### src/rtl/uart_ctrl.sv
// ============================================================================
//  Module   : uart_ctrl
//  Purpose  : Sequencer between the mem stage and the external UART chip.
//             Turns single-cycle byte read/write requests into the chip's
//             active-low wrn/rdn strobe protocol with fixed setup, pulse and
//             hold widths. Drives the low byte of the shared RAM1 data bus
//             only while a write is in progress.
//  Revision : 1.0  initial release
// ----------------------------------------------------------------------------
//  Ports
//    uarti_clk         clock (50 MHz board clock)
//    uarti_rst         synchronous reset, active low
//    uarti_wr_req      write request, sampled in IDLE only
//    uarti_wr_data     byte to send, captured with uarti_wr_req
//    uarti_rd_req      read request, sampled in IDLE only
//    uarto_rd_data     last byte read from the chip
//    uarto_done        one-cycle completion pulse
//    uarto_busy        sequencer is not idle
//    uarto_writeable   idle and transmitter empty (synchronized status)
//    uarto_readable    idle and receive data ready (synchronized status)
//    uarti_tbre/tsre/data_ready  raw asynchronous chip status
//    uarto_wrn/rdn     chip strobes, active low
//    uarto_bus_oe      tristate enable for ram1_data_bus[7:0]
//    uarto_bus_data    byte driven while uarto_bus_oe is high
//    uarti_bus_data    ram1_data_bus[7:0] as seen by the chip side
// ============================================================================
`default_nettype none

module uart_ctrl #(
    parameter int WR_SETUP = 2,
    parameter int WR_PULSE = 3,
    parameter int WR_HOLD  = 3,
    parameter int RD_PULSE = 3
) (
    input  logic       uarti_clk,
    input  logic       uarti_rst,
    input  logic       uarti_wr_req,
    input  logic [7:0] uarti_wr_data,
    input  logic       uarti_rd_req,
    output logic [7:0] uarto_rd_data,
    output logic       uarto_done,
    output logic       uarto_busy,
    output logic       uarto_writeable,
    output logic       uarto_readable,
    input  logic       uarti_tbre,
    input  logic       uarti_tsre,
    input  logic       uarti_data_ready,
    output logic       uarto_wrn,
    output logic       uarto_rdn,
    output logic       uarto_bus_oe,
    output logic [7:0] uarto_bus_data,
    input  logic [7:0] uarti_bus_data
);

    typedef enum logic [2:0] {
        S_IDLE      = 3'd0,
        S_W_SETUP   = 3'd1,
        S_W_PULSE   = 3'd2,
        S_W_HOLD    = 3'd3,
        S_W_WAIT    = 3'd4,
        S_R_PULSE   = 3'd5,
        S_R_RECOVER = 3'd6
    } state_t;

    localparam logic [2:0] SETUP_LOAD = 3'(WR_SETUP - 1);
    localparam logic [2:0] PULSE_LOAD = 3'(WR_PULSE - 1);
    localparam logic [2:0] RD_LOAD    = 3'(RD_PULSE - 1);
    // The strobe flops lag the state register by one edge, so wrn actually
    // rises one cycle after W_HOLD is entered. Loading the full WR_HOLD value
    // makes the hold span WR_HOLD cycles measured from that visible rising
    // edge. This value also marks the first W_HOLD cycle for bus_oe.
    localparam logic [2:0] HOLD_LOAD  = 3'(WR_HOLD);

    state_t     state_q, state_d;
    logic [2:0] cnt_q, cnt_d;
    logic       wrn_q, wrn_d;
    logic       rdn_q, rdn_d;
    logic       oe_q, oe_d;
    logic       done_q, done_d;
    logic [7:0] bus_data_q, bus_data_d;
    logic [7:0] rd_data_q, rd_data_d;

    // Status synchronizers, bit order {tbre, tsre, data_ready}
    logic [2:0] sync1_q, sync2_q;
    logic       tbre_s, tsre_s, dr_s;

    assign tbre_s = sync2_q[2];
    assign tsre_s = sync2_q[1];
    assign dr_s   = sync2_q[0];

    always_ff @(posedge uarti_clk) begin
        if (!uarti_rst) begin
            state_q    <= S_IDLE;
            cnt_q      <= 3'd0;
            wrn_q      <= 1'b1;
            rdn_q      <= 1'b1;
            oe_q       <= 1'b0;
            done_q     <= 1'b0;
            bus_data_q <= 8'd0;
            rd_data_q  <= 8'd0;
            sync1_q    <= 3'd0;
            sync2_q    <= 3'd0;
        end else begin
            state_q    <= state_d;
            cnt_q      <= cnt_d;
            wrn_q      <= wrn_d;
            rdn_q      <= rdn_d;
            oe_q       <= oe_d;
            done_q     <= done_d;
            bus_data_q <= bus_data_d;
            rd_data_q  <= rd_data_d;
            sync1_q    <= {uarti_tbre, uarti_tsre, uarti_data_ready};
            sync2_q    <= sync1_q;
        end
    end

    always_comb begin
        state_d    = state_q;
        cnt_d      = cnt_q;
        done_d     = 1'b0;
        bus_data_d = bus_data_q;
        rd_data_d  = rd_data_q;

        // Strobes and enable are decoded from the current state only, so no
        // request input ever reaches them combinationally.
        wrn_d = (state_q != S_W_PULSE);
        rdn_d = (state_q != S_R_PULSE);
        oe_d  = (state_q == S_W_SETUP) || (state_q == S_W_PULSE) ||
                ((state_q == S_W_HOLD) && (cnt_q == HOLD_LOAD));

        case (state_q)
            S_IDLE: begin
                // Read wins over a simultaneous write: receive data can be
                // overrun, the dropped write is simply re-issued.
                if (uarti_rd_req && dr_s) begin
                    state_d = S_R_PULSE;
                    cnt_d   = RD_LOAD;
                end else if (uarti_wr_req) begin
                    state_d    = S_W_SETUP;
                    cnt_d      = SETUP_LOAD;
                    bus_data_d = uarti_wr_data;
                end
            end
            S_W_SETUP: begin
                if (cnt_q == 3'd0) begin
                    state_d = S_W_PULSE;
                    cnt_d   = PULSE_LOAD;
                end else begin
                    cnt_d = cnt_q - 3'd1;
                end
            end
            S_W_PULSE: begin
                if (cnt_q == 3'd0) begin
                    state_d = S_W_HOLD;
                    cnt_d   = HOLD_LOAD;
                end else begin
                    cnt_d = cnt_q - 3'd1;
                end
            end
            S_W_HOLD: begin
                if (cnt_q == 3'd0) begin
                    state_d = S_W_WAIT;
                end else begin
                    cnt_d = cnt_q - 3'd1;
                end
            end
            S_W_WAIT: begin
                if (tbre_s && tsre_s) begin
                    state_d = S_IDLE;
                    done_d  = 1'b1;
                end
            end
            S_R_PULSE: begin
                if (cnt_q == 3'd0) begin
                    state_d = S_R_RECOVER;
                end else begin
                    cnt_d = cnt_q - 3'd1;
                end
            end
            S_R_RECOVER: begin
                // rdn is still low during this cycle; capture as it rises.
                state_d   = S_IDLE;
                done_d    = 1'b1;
                rd_data_d = uarti_bus_data;
            end
            default: begin
                state_d = S_IDLE;
            end
        endcase
    end

    assign uarto_wrn       = wrn_q;
    assign uarto_rdn       = rdn_q;
    assign uarto_bus_oe    = oe_q;
    assign uarto_bus_data  = bus_data_q;
    assign uarto_rd_data   = rd_data_q;
    assign uarto_done      = done_q;
    assign uarto_busy      = (state_q != S_IDLE);
    assign uarto_writeable = (state_q == S_IDLE) && tbre_s && tsre_s;
    assign uarto_readable  = (state_q == S_IDLE) && dr_s;

endmodule

`default_nettype wire
### config.mk
export PLATFORM = sky130hd
export DESIGN_NAME = uart_ctrl
export DESIGN_NICKNAME = d
export VERILOG_FILES = /design/src/rtl/uart_ctrl.sv
export SDC_FILE = /design/constraint.sdc
export NUM_CORES = 1
export LEC_CHECK = 0
export CELL_PAD_IN_SITES_DETAIL_PLACEMENT = 1
export CELL_PAD_IN_SITES_GLOBAL_PLACEMENT = 1
export CORE_MARGIN = 2
export CORE_UTILIZATION = 36
export CTS_BUF_LIST = sky130_fd_sc_hd__clkbuf_16
export CTS_CLUSTER_DIAMETER = 150
export CTS_CLUSTER_SIZE = 40
export DETAILED_ROUTE_END_ITERATION = 8
export GPL_TIMING_DRIVEN = 0
export PLACE_DENSITY = 0.82
export SETUP_SLACK_MARGIN = 0.2
export SYNTH_ARGS = -nofsm -noshare
export SYNTH_HDL_FRONTEND = slang
export SYNTH_SLANG_ARGS = --single-unit
### constraint.sdc
create_clock -name uarti_clk -period 4.3 [get_ports uarti_clk]
set_input_delay 0.43 -clock uarti_clk [delete_from_list [all_inputs] [get_ports uarti_clk]]
set_output_delay 0.43 -clock uarti_clk [all_outputs]
set_load 0.02 [all_outputs]
==> impl_results.md <==
- Global-route wire length before repair: 6.520 mm
- Gr ovfl total: 0
- DRT iter0 DRCs: 45
- Hold Crit Class: reg2reg
- Die area: 4533 µm²
- Syn_area_per_cell: 9.315 µm²
- Setup crit start kind: register
- RSZ-0062 raised after global routing: false
- H-tree Lvls: 2
- Starting Density: 36.62%
- Worst r2r path cells: 7
- Commonest non-fill, non-tap cell in the layout: clkdlybuf4s50_1
- Total track usage: 19.79%
- Ports: 46
- Max Transition Viols Final: 0
- DP Area: 1957 µm²
- CTS max path bufs: 2
- Worst-Skew Late Latency: 0.28 ns
- WHS Endpoint: sync2_q[0]
- Fin area: 2097 µm²
- CTS root buffer: clkbuf_16
- Fmax: 0.4343 GHz
- Vias in the first global route: 1398
- Finished Core Util: 53.19%
- Syn Inst Count: 155
- CTS Buf Count: 5
- Hold_sp: sync1_q[0]
- Core area: 3943 µm²
- Syn Nets: 181
- Vias: 1297
- Post-CTS Resized: 0
- Synth Flop Type: dfxtp_1
- Maximum vdd drop: 0.0003058 V
- Tcrit/Tclk final: 53.55%
- Most frequent cells in the layout: 45 x clkdlybuf4s50_1, 32 x dfxtp_1, 23 x nand2_1, 9 x a21oi_1, 9 x nor2b_1
- Max-Cap Viols: 0
- DRC violations left: 0
- Hold Buf Count CTS: 0
- Ant. Diodes: 0
- Post-Route Setup TNS: 0 ns
- Total power: 1021 µW
- Critical Path RT: 3.87 ns
- Number of antenna violations at the first check in global routing: 0
- Number of flops mapped to enable cells by yosys: 0
- Critical path class: reg2out
- GP Congestion: 0.8528
- Sequential Area: 640.6 µm²
- Outcome: finished, final reports clean
- I/O Buffers: 45
- Asr flop ratio synth: 0%
- Via/cell ratio: 5.027
- Setup-failing EPs final: 0
- DIE HEIGHT: 67.33 µm
- First drt pass iteration count: 4
- WL per Instance: 16.07 µm
- DP HPWL: 2.835 mm
- Final Hold Fails: 0
- Synth cell types: 43
- Hold Crit Depth: 1
- Clk_skew: 0.004134 ns
- Sequential element share of the synthesized area: 44.37%
- ANT nets after route: 0
- Reg2reg end: cnt_q[0]
- Largest net degree at the start of global routing: 11
- TritonCTS clock tree: yes
- Multi-input gate area: 720.7 µm²
- Yosys reg bits: 32
- Crit path max fanout: 9
- Minimum clock period: 2.303 ns
- Detailed-route wire length: 4.147 mm
- Yosys warning count: 0
- Reg2reg start: cnt_q[0]
- Static leakage: 0.0008033 µW
- Site Rows: 23
- Slew margin rel.: 73.74%
- Least-Margin Pin Slew: 0.3938 ns
- Fillers: 455
- Clk sinks: 32
- Mapped Area: 1444 µm²
- Die W: 67.33 µm
- Layout cells sized above 1: 11.54%
- Net count, final: 233
- Reg clk slew, reported paths: 0.05 ns
- Flop-to-flop setup slack: 2.60 ns
- Critical Path End Type: primary output
- PwrDens: 486.7 nW/µm²
- Critical path data arrival time: 1.87 ns
- Setup Fix Bufs, Post-CTS: 0
- Area growth, synth to finish: 45.23%
-- per-layer routing --
metal  wire length, µm  up-vias  GRT usage (%)
met5                 0        -              0
met4                96        0          10.20
met3               173       11          4.500
met2              2214       38          35.40
met1              1662      618          21.75
li1                  -      630              -
-- cells in the mapped netlist, types with 2 or more instances --
| cell type | number | area [µm²] |
|---|---|---|
| nor3_1 | 3 | 15.01 |
| and2_1 | 8 | 50.05 |
| a21boi_1 | 4 | 30.03 |
| nand3_2 | 2 | 20.02 |
| mux2i_1 | 8 | 80.08 |
| nor2_1 | 3 | 11.26 |
| dfxtp_1 | 32 | 640.6 |
| a21boi_0 | 6 | 45.04 |
| clkbuf_1 | 4 | 15.01 |
| nor2b_1 | 9 | 56.30 |
| buf_6 | 2 | 22.52 |
| buf_2 | 3 | 15.01 |
| o21ai_0 | 3 | 15.01 |
| nand3_1 | 2 | 10.01 |
| ha_1 | 3 | 37.54 |
| or2_2 | 2 | 12.51 |
| nand2_1 | 23 | 86.33 |
| inv_1 | 5 | 18.77 |
| a21oi_1 | 9 | 45.04 |
-- final cells by class --
type	instances	share of cell area [%]
buffer	10	2.864
clock buffer	5	5.967
clock inverter	3	0.7160
inverter	6	1.074
multi-input combinational	107	34.37
sequential	32	30.55
tap	50	2.983
timing repair buffer	45	21.48
-- flip-flops by register name (all words and copies together), names as in the netlist, 3 cells and up --
| register | flops |
|---|---|
| cnt_q | 3 |
| state_q | 3 |
| sync1_q | 3 |
| sync2_q | 3 |
| uarto_bus_data | 8 |
| uarto_rd_data | 8 |
-- critical path, cell delays in order, from the launching register on --
cell             delay, ns
dfxtp_1               0.29
buf_2                 0.18
nor3_2                0.31
and3_1                0.21
clkdlybuf4s50_1       0.61
-- worst max path at each step --
stage | depth (start not counted) | from | endpoint | slack [ns]
floorplan | 7 | cnt_q[0] | cnt_q[0] | 2.79
global placement | 4 | state_q[2] | uarto_writeable | 2.31
detailed placement | 4 | state_q[0] | uarto_writeable | 2.31
CTS | 4 | state_q[0] | uarto_writeable | 1.99
global route | 4 | state_q[0] | uarto_writeable | 1.93
finish | 4 | state_q[0] | uarto_writeable | 2.00
-- logic make-up (layout without fill, tap and decap cells) --
logic type	Yosys count	after routing	share of synthesized area, %
AND/OR/NAND/NOR	61	61	23.31
AO/OA/AOI/OAI	35	35	18.46
flip-flops	32	32	44.37
buffers and inverters	16	69	5.719
multiplexers	8	8	5.546
adder cells (fa/ha/maj)	3	3	2.600
-- power by group --
group / total (µW) / switching [µW] / internal (µW)
logic: 343 / 192 / 150
registers: 342 / 15.5 / 327
clock network: 336 / 126 / 210
total: 1020 / 334 / 687
-- stage by stage --
step | instances | hold WS (ns) | setup WS [ns]
after floorplan | 155 | 0.4119 | 2.789
after global placement | 250 | 0.4150 | 2.314
after detailed placement | 250 | 0.4212 | 2.309
after CTS | 258 | 0.4358 | 1.994
after global routing | 258 | 0.4665 | 1.935
final | 258 | 0.4324 | 1.997
No activity file was read; power rests on OpenSTA's default activity.
